--- src/rtl/wb_pkg.sv ---
// Shared write-back definitions: datapath width, register address width and
// the WB result-select encodings used by the pipeline's write-back stage.
package wb_pkg;

    localparam int XLEN       = 32;
    localparam int REG_ADDR_W = 5;

    // Selects which result the WB stage forwards to the register file.
    typedef enum logic [1:0] {
        MEM_TO_REG_ALU = 2'b00,
        MEM_TO_REG_MEM = 2'b01,
        MEM_TO_REG_PC4 = 2'b10
    } mem_to_reg_e;

endpackage

--- src/rtl/sync_fifo.sv ---
// Small synchronous FIFO for MDU results. Besides the usual head/full/empty/
// count it exposes the rd field and valid bit of every slot so the owner can
// run a register busy compare against all buffered entries.
module sync_fifo
    import wb_pkg::*;
#(
    parameter int DEPTH = 2,
    parameter int WIDTH = REG_ADDR_W + 32
) (
    input  logic                               clk,
    input  logic                               rst,
    input  logic                               push,
    input  logic                               pop,
    input  logic [WIDTH-1:0]                   wdata,
    output logic [WIDTH-1:0]                   head,
    output logic                               full,
    output logic                               empty,
    output logic [$clog2(DEPTH):0]             count,
    output logic [DEPTH-1:0][REG_ADDR_W-1:0]   ent_rd,
    output logic [DEPTH-1:0]                   ent_valid
);

    localparam int AW = $clog2(DEPTH);

    logic [WIDTH-1:0] mem [DEPTH];
    logic [AW-1:0]    rd_ptr;
    logic [AW-1:0]    wr_ptr;
    logic [AW-1:0]    off;
    logic             push_ok;
    logic             pop_ok;

    // A push into a full FIFO is refused even when a pop frees a slot this cycle.
    assign push_ok = push && !full;
    assign pop_ok  = pop && !empty;

    assign full  = (count == (AW + 1)'(DEPTH));
    assign empty = (count == '0);
    assign head  = mem[rd_ptr];

    // Pointers wrap naturally because DEPTH is a power of two.
    always_ff @(posedge clk) begin
        if (rst) begin
            rd_ptr <= '0;
            wr_ptr <= '0;
            count  <= '0;
        end else begin
            if (push_ok) wr_ptr <= wr_ptr + AW'(1);
            if (pop_ok)  rd_ptr <= rd_ptr + AW'(1);
            case ({push_ok, pop_ok})
                2'b10:   count <= count + (AW + 1)'(1);
                2'b01:   count <= count - (AW + 1)'(1);
                default: count <= count;
            endcase
        end
    end

    // Storage carries no reset; validity is tracked by the pointers and count.
    always_ff @(posedge clk) begin
        if (push_ok) mem[wr_ptr] <= wdata;
    end

    // A slot is live when its distance from the read pointer is below count.
    always_comb begin
        off       = '0;
        ent_valid = '0;
        ent_rd    = '0;
        for (int i = 0; i < DEPTH; i++) begin
            off          = AW'(i) - rd_ptr;
            ent_valid[i] = ({1'b0, off} < count);
            ent_rd[i]    = mem[i][WIDTH-1 -: REG_ADDR_W];
        end
    end

endmodule

--- src/rtl/rf_wport_arbiter.sv ---
// Arbitrates the single register-file write port between the pipeline WB
// stage (always wins) and buffered MDU results. An age counter on the FIFO
// head raises stall_req so the pipeline drains a bubble for the MDU.
//
// Handshake: an MDU result transfers on a rising edge where mdu_valid and
// mdu_ready are both high; mdu_ready depends only on registered state
// (FIFO not full), and the MDU must hold mdu_rd/mdu_data stable while
// mdu_valid is high and mdu_ready is low.
module rf_wport_arbiter
    import wb_pkg::*;
#(
    parameter int XLEN         = 32,
    parameter int FIFO_DEPTH   = 2,
    parameter int STARVE_LIMIT = 4
) (
    input  logic                  clk,
    input  logic                  rst,
    input  logic                  wb_reg_write,
    input  logic [REG_ADDR_W-1:0] wb_rd,
    input  logic [XLEN-1:0]       wb_data,
    input  logic                  mdu_valid,
    output logic                  mdu_ready,
    input  logic [REG_ADDR_W-1:0] mdu_rd,
    input  logic [XLEN-1:0]       mdu_data,
    output logic                  rf_we,
    output logic [REG_ADDR_W-1:0] rf_waddr,
    output logic [XLEN-1:0]       rf_wdata,
    output logic                  stall_req,
    input  logic [REG_ADDR_W-1:0] id_rs1,
    input  logic [REG_ADDR_W-1:0] id_rs2,
    output logic                  rs1_busy,
    output logic                  rs2_busy
);

    localparam int ENT_W = REG_ADDR_W + XLEN;
    localparam int CW    = $clog2(FIFO_DEPTH) + 1;
    localparam logic [3:0] AGE_LIMIT = 4'(STARVE_LIMIT);

    logic                                  wb_eff;
    logic                                  push;
    logic                                  pop;
    logic [ENT_W-1:0]                      head;
    logic                                  full;
    logic                                  empty;
    logic [CW-1:0]                         count;
    logic [FIFO_DEPTH-1:0][REG_ADDR_W-1:0] ent_rd;
    logic [FIFO_DEPTH-1:0]                 ent_valid;
    logic [3:0]                            age;

    // Writes to x0 are not real writes and leave the port free for the MDU.
    assign wb_eff    = wb_reg_write && (wb_rd != '0);
    assign mdu_ready = !full;
    // Results targeting x0 are accepted and dropped on the floor.
    assign push      = mdu_valid && mdu_ready && (mdu_rd != '0);
    assign pop       = !wb_eff && !empty;

    sync_fifo #(
        .DEPTH (FIFO_DEPTH),
        .WIDTH (ENT_W)
    ) u_fifo (
        .clk       (clk),
        .rst       (rst),
        .push      (push),
        .pop       (pop),
        .wdata     ({mdu_rd, mdu_data}),
        .head      (head),
        .full      (full),
        .empty     (empty),
        .count     (count),
        .ent_rd    (ent_rd),
        .ent_valid (ent_valid)
    );

    // Write-port mux: pipeline first, then FIFO head, otherwise idle zeros.
    always_comb begin
        rf_we    = 1'b0;
        rf_waddr = '0;
        rf_wdata = '0;
        if (wb_eff) begin
            rf_we    = 1'b1;
            rf_waddr = wb_rd;
            rf_wdata = wb_data;
        end else if (!empty) begin
            rf_we    = 1'b1;
            rf_waddr = head[ENT_W-1 -: REG_ADDR_W];
            rf_wdata = head[XLEN-1:0];
        end
    end

    // Count cycles the head spends blocked by pipeline writes, saturating.
    always_ff @(posedge clk) begin
        if (rst || empty || pop) begin
            age <= '0;
        end else if (wb_eff && (age != AGE_LIMIT)) begin
            age <= age + 4'd1;
        end
    end

    // Registered-state only, so no input reaches stall_req combinationally.
    assign stall_req = (count != '0) && (age == AGE_LIMIT);

    // Flag ID sources that a buffered MDU result will still overwrite.
    always_comb begin
        rs1_busy = 1'b0;
        rs2_busy = 1'b0;
        for (int i = 0; i < FIFO_DEPTH; i++) begin
            if (ent_valid[i] && (ent_rd[i] == id_rs1) && (id_rs1 != '0)) rs1_busy = 1'b1;
            if (ent_valid[i] && (ent_rd[i] == id_rs2) && (id_rs2 != '0)) rs2_busy = 1'b1;
        end
    end

endmodule

--- config.mk ---
export PLATFORM = sky130hd
export DESIGN_NAME = rf_wport_arbiter
export DESIGN_NICKNAME = d
export VERILOG_FILES = /design/src/rtl/wb_pkg.sv /design/src/rtl/sync_fifo.sv /design/src/rtl/rf_wport_arbiter.sv
export SDC_FILE = /design/constraint.sdc
export NUM_CORES = 1
export LEC_CHECK = 0
export ABC_AREA = 1
export CAP_MARGIN = 30
export CORE_MARGIN = 2
export CORE_UTILIZATION = 38
export DETAILED_ROUTE_END_ITERATION = 6
export PLACE_DENSITY = 0.69
export RECOVER_POWER = 25
export SLEW_MARGIN = 0
export SYNTH_ARGS = -nofsm -noshare
export SYNTH_HDL_FRONTEND = slang
export SYNTH_SLANG_ARGS = --single-unit
--- constraint.sdc ---
create_clock -name clk -period 3.1 [get_ports clk]
set_clock_uncertainty 0.15 [all_clocks]
set_input_delay 0.93 -clock clk [delete_from_list [all_inputs] [get_ports clk]]
set_output_delay 0.93 -clock clk [all_outputs]
set_load 0.02 [all_outputs]
==> impl_metrics.csv <==
group,metric,value,unit
outcome,outcome,"complete, but fails checks",
outcome,failed_checks,"setup timing",
logic_synthesis,yosysSeqAreaShare,60.6,%
global_routing,antenna_found_initial,3,
timing,period_utilisation_layout,102,%
routing,routed_wire_length_per_instance,16.1,um
timing,grt_setup_unrepaired,"true",
floorplanning,io_pins,130,
critical_path,cp_max_fo,6,
logic_synthesis,yosysWarnings,0,
timing,report.final.setup_viol,34,
critical_path,worst_setup_sp_type,"input pin",
timing,max_slew_margin,67.7,%
run,max_cap_violations,0,
critical_path,required,2.02,ns
global_routing,wire_length_of_the_first_global_routing_pass,16300,um
timing,hold_viol_final,0,
clock_tree,cts.root.buffer_cell,"clkbuf_8",
power,areal_power_density_over_the_cells,578,nW/um2
floorplanning,floorplan.die.width,106,um
floorplanning,die_h,106,um
clock_tree,cts_sinks,83,
critical_path,critical_path.max_stage_delay,0.16,ns
floorplanning,initial_core_util,38.7,%
placement,place_inst,638,
timing,max_freq,0.316,GHz
routing,num_vias,3202,
floorplanning,area_of_the_die,11300,um2
clock_tree,cts_buffers,9,
power,total_leakage_power,2.59,nW
critical_path,path_common_cell,"buf_12",
critical_path,crit_slowest_cell,"buf_12",
power,peakVddDrop,0.364,mV
placement,gp_congestion,0.932,
critical_path,critical_path_class,"input pin to primary output",
clock_tree,tritoncts_clock_tree,"yes",
logic_synthesis,synth_area_per_cell,10.7,um2
cells_and_area,post_route_cells_drive_above_1_share,27.9,%
clock_tree,htree_num_levels,3,
timing,hold_worst_slack,0.403,ns
placement,port_buffers,129,
logic_synthesis,ys_ff_latch,83,
global_routing,number_of_global_route_vias_before_repair,3292,
cells_and_area,syn_to_final_growth,64.6,%
cells_and_area,final_cell_mix,"95 x nand2_1, 74 x edfxtp_1, 51 x clkdlybuf4s50_1",
timing,period_needed,3.16,ns
global_routing,global_route.overflow_total,0,
logic_synthesis,ys_top_cells_by_area,"edfxtp_1 56%, nand2_1 9.9%, mux2i_1 8.1%",
cells_and_area,fin_util,63.7,%
logic_synthesis,postSynthCellCount,370,
logic_synthesis,synth_cell_types,24,
placement,preCtsSetupSlack,-0.782,ns
cells_and_area,mostFrequentLayoutCell,"nand2_1",
cells_and_area,final_cells,674,
critical_path,worstPathCellList,"buf_8 > nor2_4 > nand3_4 > nand2_4 > buf_12 > nand2_8 > buf_12 > buf_12 > o21ai_4 > buf_6",
routing,drt-initial-drc-count,124,
clock_tree,cts_hold_buffers_added,0,
routing,count_of_nets_left_with_antenna_violations_after_detail_routing,0,
timing,layout_setup_ws,-0.0625,ns
logic_synthesis,synth_fp_nets,461,
routing,drt_first_pass_iters,4,
cells_and_area,nets,621,
clock_tree,clk_transition_reported_paths,0.08,ns
critical_path,arrival_time_worst_endpoint,2.08,ns
timing,finalMaxSlewViolations,0,
global_routing,grtUsageTotal,18.9,%
routing,post_drt_via_cell_ratio,4.75,
clock_tree,clock_latency,0.35,ns
placement,post-dp-hpwl,6890,um
floorplanning,core_region_area,10200,um2
critical_path,setup.worst_path.end_class,"primary output",
routing,post_detailed_routing_wire_length,10900,um
clock_tree,clk_path_buf_depth,2,
logic_synthesis,post-synth-top-area-cell,"edfxtp_1",
routing,post-route-drc-count,0,
critical_path,path_delay_family,"buffers and inverters",
critical_path,buffer_and_inverter_count_on_the_worst_path,5,
logic_synthesis,netlist.area_leader.share,56.1,%
global_routing,maximum_number_of_pins_on_one_net_before_global_route_repair,30,
floorplanning,rows,37,
timing,worst_slew_pin_slew,0.480,ns
logic_synthesis,syn_area,3960,um2
hold_path,hp-class,"flip-flop to flip-flop",
[report_power, final]
group,internal [W],switching [W],leakage [nW]
clock network,0.000376,0.000405,0.0939
registers,0.00137,0.0000635,0.765
logic,0.000732,0.000824,1.73
total,0.00248,0.00129,2.59
[registers in the layout, summed over array words and instances (netlist names), named ones only]
signal,flops
u_fifo.wr_ptr,1
u_fifo.rd_ptr,1
u_fifo.count,2
age,4
u_fifo.mem,74
[cells in the mapped netlist, drive strengths merged]
library cell	n
a21oi	4
buf	11
clkbuf	1
dfxtp	9
edfxtp	74
ha	3
inv	32
mux2i	32
nand2	106
nand3	11
nand4	4
nor2	31
o21ai	43
o22ai	1
xor2	8
[final timing paths]
check	start	endpoint	slack, ns	cells after the start
setup reg to reg	u_fifo.count[1]$_SDFFE_PP0P_	u_fifo.count[1]$_SDFFE_PP0P_	1.15	10
hold / removal	age[3]$_SDFFE_PP0P_	age[3]$_SDFFE_PP0P_	0.40	4
hold reg to reg	age[3]$_SDFFE_PP0P_	age[3]$_SDFFE_PP0P_	0.40	4
setup / recovery	wb_rd[1]	rf_waddr[4]	-0.06	10
[tightest hold or removal path: stages (launching register included)]
cell and delay (ns):
dfxtp_1 0.31, inv_1 0.08, nand2_1 0.06, inv_1 0.04, nor2_1 0.03
[per-layer routing]
metal | GRT usage [%] | vias up | part of all wire (%)
met3 | 5.64 | 6 | 6.6
met2 | 32.2 | 100 | 50
li1 | - | 1582 | -
met1 | 23.2 | 1514 | 43
met4 | 5.73 | 0 | 0.89
met5 | 0 | - | 0
[cells by family after synthesis]
group / after synthesis / share of synthesized area, %
multiplexers: 32 / 8.09
AND/OR/NAND/NOR: 152 / 15.4
flip-flops: 83 / 60.6
buffers and inverters: 44 / 5.12
adder cells (fa/ha/maj): 3 / 0.948
AO/OA/AOI/OAI: 48 / 7.99
XOR/XNOR: 8 / 1.77
[layout make-up]
class | instances | area (um2)
fill | 786 | 3710
sequential | 83 | 2400
timing repair buffer | 161 | 1860
multi-input combinational | 243 | 1750
tap | 136 | 170
inverter | 32 | 133
clock buffer | 9 | 124
clock inverter | 7 | 75.1
antenna | 3 | 7.51
[repair_timing]
| action | in CTS | in global routing |
|---|---|---|
| resized for setup | 344 | 46 |
| setup endpoints to repair | 40 | 41 |
| gates cloned | 6 | 1 |
| pin swaps | 6 | 7 |
| setup buffers | 9 | 2 |
[through the flow]
stage                     total power, W  TNS, ns  instance area (um2)
after floorplan                  0.00207        0                 3970
after CTS                        0.00364    -1.36                 6240
after detailed placement         0.00259   -28.69                 5540
after global routing             0.00393    -2.68                 6520
after global placement           0.00256   -27.63                 5540
final                            0.00377    -1.10                 6520
(Power assumes the default switching activity.)
==> patch 1, RTL diff (same settings) <==
`XLEN` is set to 32 in 2 places; all go to 24.
--- a/src/rtl/wb_pkg.sv
+++ b/src/rtl/wb_pkg.sv
@@ -2,7 +2,7 @@
 // the WB result-select encodings used by the pipeline's write-back stage.
 package wb_pkg;
 
-    localparam int XLEN       = 32;
+    localparam int XLEN       = 24;
     localparam int REG_ADDR_W = 5;
 
     // Selects which result the WB stage forwards to the register file.
--- a/src/rtl/rf_wport_arbiter.sv
+++ b/src/rtl/rf_wport_arbiter.sv
@@ -9,7 +9,7 @@
 module rf_wport_arbiter
     import wb_pkg::*;
 #(
-    parameter int XLEN         = 32,
+    parameter int XLEN         = 24,
     parameter int FIFO_DEPTH   = 2,
     parameter int STARVE_LIMIT = 4
 ) (
Interface: changed (resized mdu_data, rf_wdata and wb_data); port bits go from 130 to 106. The function was not compared with the original's and may differ.
==> patch 1 against the original RTL <==
- worst setup slack gained 0.093 ns
- hold slack gained 0.0023 ns
- combinational power shrank 31%
- total power shrank 22%
- area after synthesis shrank 15%
- count of clock-buffer cells in the layout is the same
- sequential cell count shrank 16
- fmax grew 3.0%
- routed wire length shrank 25%
- register-to-register slack lost 0.04 ns
- design area shrank 24%
- first-iteration DRC count shrank 34%
- largest cell class unchanged
==> patch 1: results <==
export IMPL_status="finished clean"
export IMPL_diodes=0
export IMPL_hold_start="u_fifo.rd_ptr"
export IMPL_gp_congestion=0.834
export IMPL_synth_xor_area_frac=0.0261
export IMPL_avgSynthCellArea_um2=10.4
export IMPL_tightest_slew_ns=0.392
export IMPL_post_place_ws_ns=-0.721
export IMPL_cp_startpoint="wb_rd[2]"
export IMPL_dp_cells=541
export IMPL_grtUsageMet2=0.296
export IMPL_leakage_nw=2.07
export IMPL_finalSetupTns_ns=0
export IMPL_synth_cell_types=22
export IMPL_wl_per_cell_um=14.4
export IMPL_first_global_vias=2652
export IMPL_met1_usage=0.198
export IMPL_port_buffers=105
export IMPL_synth_compound_area_frac=0.0865
export IMPL_yosys_area_share_adder=0.0112
export IMPL_crit_path_max_incr_delay_ns=0.19
export IMPL_grt_use_total=0.169
export IMPL_crit_path_top_delay_cell="clkbuf_16"
export IMPL_setup_violations=0
export IMPL_synth_edf_count=58
export IMPL_ys_seq_area_frac=0.573
export IMPL_reg2reg_from="u_fifo.count[0]"
export IMPL_muxShareOfSynthArea=0.0716
export IMPL_drt_iter0_drc=82
export IMPL_place_area_um2=4660
export IMPL_viasPerCell=4.75
export IMPL_met3_usage=0.0565
export IMPL_top_regs="u_fifo.mem x58, age x4, u_fifo.count x2"
export IMPL_synth_commonest_cells="88 x nand2_1, 58 x edfxtp_1, 34 x nor2_1, 29 x inv_1, 25 x o21ai_2"
export IMPL_finalWirelength_um=8150
export IMPL_vdd_ir_drop_max_mv=0.362
export IMPL_drive_gt1_frac=0.258
export IMPL_grt_max_degree=26
export IMPL_antenna_found_initial=0
patch 1: changes by cell type in the layout (fill, tap and decap cells not counted), sizes merged, moves of 8 or more:
| cell | before | now |
|---|---|---|
| mux2i | 32 | 24 |
| nand2 | 106 | 91 |
| clkdlybuf4s50 | 51 | 38 |
| buf | 76 | 58 |
| o21ai | 43 | 33 |
| edfxtp | 74 | 58 |
patch 1: worst reg2reg max path, delay by kind of cell, from the launching register on:
kind | cells | cell delay, ns
buf+inv | 4 | 0.42
simple gates | 4 | 0.45
fa+ha+maj | 1 | 0.31
flops | 1 | 0.34
compound gates | 2 | 0.21
patch 1: worst paths after layout:
path | to | slack, ns | cells after the start
worst min-delay path | u_fifo.rd_ptr | 0.41 | 2
worst min register to register | u_fifo.rd_ptr | 0.41 | 2
worst max-delay path | rf_wdata[12] | 0.03 | 9
worst max register to register | u_fifo.count[1] | 1.11 | 11
patch 1: where the power goes:
| group | switching [mW] | total (mW) | leakage (nW) | internal [mW] |
|---|---|---|---|---|
| combinational | 0.579 | 1.07 | 1.35 | 0.491 |
| sequential | 0.0602 | 1.16 | 0.616 | 1.10 |
| clock | 0.346 | 0.723 | 0.0998 | 0.376 |
patch 1: final cells by class:
cell class	count	area [um^2]
fill	726	3670
sequential	67	1920
multi-input combinational	216	1300
timing repair buffer	128	1290
tap	108	135
clock buffer	9	124
inverter	30	115
clock inverter	7	77.6
patch 1: timing repair:
item | 4_1_cts | 5_1_grt
pin swaps | 2 | 4
hold endpoints to repair | 0 | 0
setup endpoints to repair | 32 | 30
setup buffers | 5 | 0
cloned | 3 | 1
resized for setup | 175 | 34
patch 1: metal layers:
metal	vias to the layer above	wire, um
li1	1344	-
met1	1235	3440
met2	95	4040
met3	9	559
met4	0	106
met5	-	0
==> patch 2, RTL diff (same flow settings) <==
Without the edit above. Make the reset (`rst`) asynchronous in one clocked block.
--- a/src/rtl/sync_fifo.sv
+++ b/src/rtl/sync_fifo.sv
@@ -38,7 +38,7 @@
     assign head  = mem[rd_ptr];
 
     // Pointers wrap naturally because DEPTH is a power of two.
-    always_ff @(posedge clk) begin
+    always_ff @(posedge clk or posedge rst) begin
         if (rst) begin
             rd_ptr <= '0;
             wr_ptr <= '0;
Function: differs if rst is asserted again (counterexample within 4 cycles, from zero or initial values and one cycle with rst high); with rst held inactive, the same outputs for 10 cycles.
==> patch 2 against the original RTL <==
- die area fell by 0.27%
- sequential cell count fell by 1
- area after synthesis fell by 0.28%
- design area fell by 8.7%
- total power rose by 16%
- worst setup slack improved by 0.11 ns
- global-route usage fell by 0.45 points
- routed wire length fell by 7.2%
- core utilization fell by 5.3 points
- critical endpoint is now rf_wdata[19]
==> patch 2: results <==
export IMPL_met3_usage=0.0558
export IMPL_ys_async_sr_fraction=0.0488
export IMPL_status="finished clean"
export IMPL_drt_iter0_drc=135
export IMPL_met1_usage=0.217
export IMPL_dp_hpwl_um=6960
export IMPL_cp_endpoint="rf_wdata[19]"
export IMPL_cts_root_buffer="clkbuf_8"
export IMPL_ff2ff_setup_slack_ns=0.88
export IMPL_grtUsageMet2=0.320
export IMPL_design_final_nets=615
export IMPL_grt_use_total=0.185
export IMPL_synth_area_top_cells="edfxtp_1 56%, nand2_1 11%, mux2i_1 8.1%"
export IMPL_grt_max_degree=33
export IMPL_synth_cell_types=29
export IMPL_diodes=0
export IMPL_syn_num_nets=464
export IMPL_vias=3122
export IMPL_first_global_vias=3254
export IMPL_r2r_end="u_fifo.count[1]"
export IMPL_gp_congestion=0.843
export IMPL_grt_pass1_wl_um=15800
export IMPL_cp_arrival_ns=1.98
export IMPL_crit_path_top_delay_cell="buf_12"
export IMPL_synth_commonest_cells="112 x nand2_1, 74 x edfxtp_1, 34 x inv_1, 32 x mux2i_1, 24 x o21ai_0"
export IMPL_yosysTopAreaCellShare=0.563
export IMPL_synth_edf_count=74
export IMPL_tightest_slew_ns=0.354
export IMPL_antenna_found_initial=0
export IMPL_nFillCells=884
export IMPL_crit_path_max_incr_delay_ns=0.17
export IMPL_ys_seq_area_frac=0.608
export IMPL_cp_max_fo=8
export IMPL_reg2reg_from="u_fifo.count[1]"
export IMPL_finalWirelength_um=10100
export IMPL_r2r_cells=11
export IMPL_leakage_nw=2.53
export IMPL_drive_gt1_frac=0.250
export IMPL_htreeDepth=3
export IMPL_cp_startpoint="wb_rd[1]"
export IMPL_vdd_ir_drop_max_mv=0.420
export IMPL_critPathTopFamily="simple AND/OR/NAND/NOR gates"
[patch 2: cell count changes in the layout (fill, tap and decap cells not counted), sizes merged, moves of 2 or more]
cell	unedited run	this run
clkinvlp	2	0
nand2	106	115
xor2	8	6
diode	3	0
bufinv	1	3
dfxtp	9	4
dlygate4sd2	8	11
nand3	11	7
dfrtp	0	4
dlymetal6s2s	3	1
buf	76	67
nor2	31	24
[patch 2: power breakdown]
| group | internal [mW] | switching (mW) |
|---|---|---|
| Clock | 0.531 | 0.378 |
| Sequential | 1.49 | 0.100 |
| Combinational | 0.822 | 1.06 |
[patch 2: kinds of logic (layout without fill, tap and decap cells)]
kind of cell | count (synthesis) | count (layout) | synth area share
AND/OR/NAND/NOR | 153 | 153 | 0.159
flip-flops | 82 | 82 | 0.608
AO/OA/AOI/OAI | 48 | 48 | 0.0710
buffers and inverters | 48 | 203 | 0.0561
multiplexers | 32 | 32 | 0.0811
XOR/XNOR | 7 | 7 | 0.0155
adder cells (fa/ha/maj) | 3 | 3 | 0.00950
[patch 2: per-layer routing]
layer,vias up,share of wire
met1,1450,0.41
met4,0,0.018
met3,11,0.071
li1,1559,-
met2,102,0.50
met5,-,0
[patch 2: worst min-delay path by stage]
stage | from | to | slack, ns | cells after the start
floorplan | u_fifo.count[0] | u_fifo.count[0] | 0.35 | 1
global placement | age[3] | age[3] | 0.37 | 4
detailed placement | u_fifo.count[0] | u_fifo.count[0] | 0.38 | 1
CTS | u_fifo.count[0] | u_fifo.count[0] | 0.39 | 1
global route | u_fifo.count[0] | u_fifo.count[0] | 0.44 | 1
finish | u_fifo.count[0] | u_fifo.count[0] | 0.39 | 1
[patch 2: repair_timing]
action,in CTS,in global routing
gates cloned,3,0
setup buffers,3,0
setup endpoints to repair,40,38
resized for setup,311,4
pin swaps,6,2
[patch 2: layout make-up]
cell class	count	share of cell area
clock buffer	10	0.0214
timing repair buffer	153	0.252
sequential	82	0.404
inverter	35	0.0233
multi-input combinational	243	0.253
clock inverter	5	0.0174
tap	136	0.0286
[patch 2: worst reg2reg max path, stage by stage, from the launching register on]
cell,delay [ns]
dfrtp_1,0.40
inv_1,0.14
nand2_2,0.14
nand2_8,0.17
buf_16,0.15
buf_4,0.12
buf_4,0.10
inv_1,0.05
ha_1,0.31
a21oi_1,0.11
o21ai_0,0.10
xor2_1,0.16
[patch 2: per-stage QoR]
step	cell area [um^2]	utilization	instances	setup slack [ns]	hold WS, ns
3_3_place_gp	5550	0.545	643	-0.703	0.373
6_report	5960	0.585	664	0.0428	0.394
5_1_grt	5960	0.585	664	0.00260	0.441
4_1_cts	5950	0.584	664	0.00492	0.392
3_5_place_dp	5550	0.545	643	-0.752	0.379
2_1_floorplan	3960	-	373	0.0515	0.351
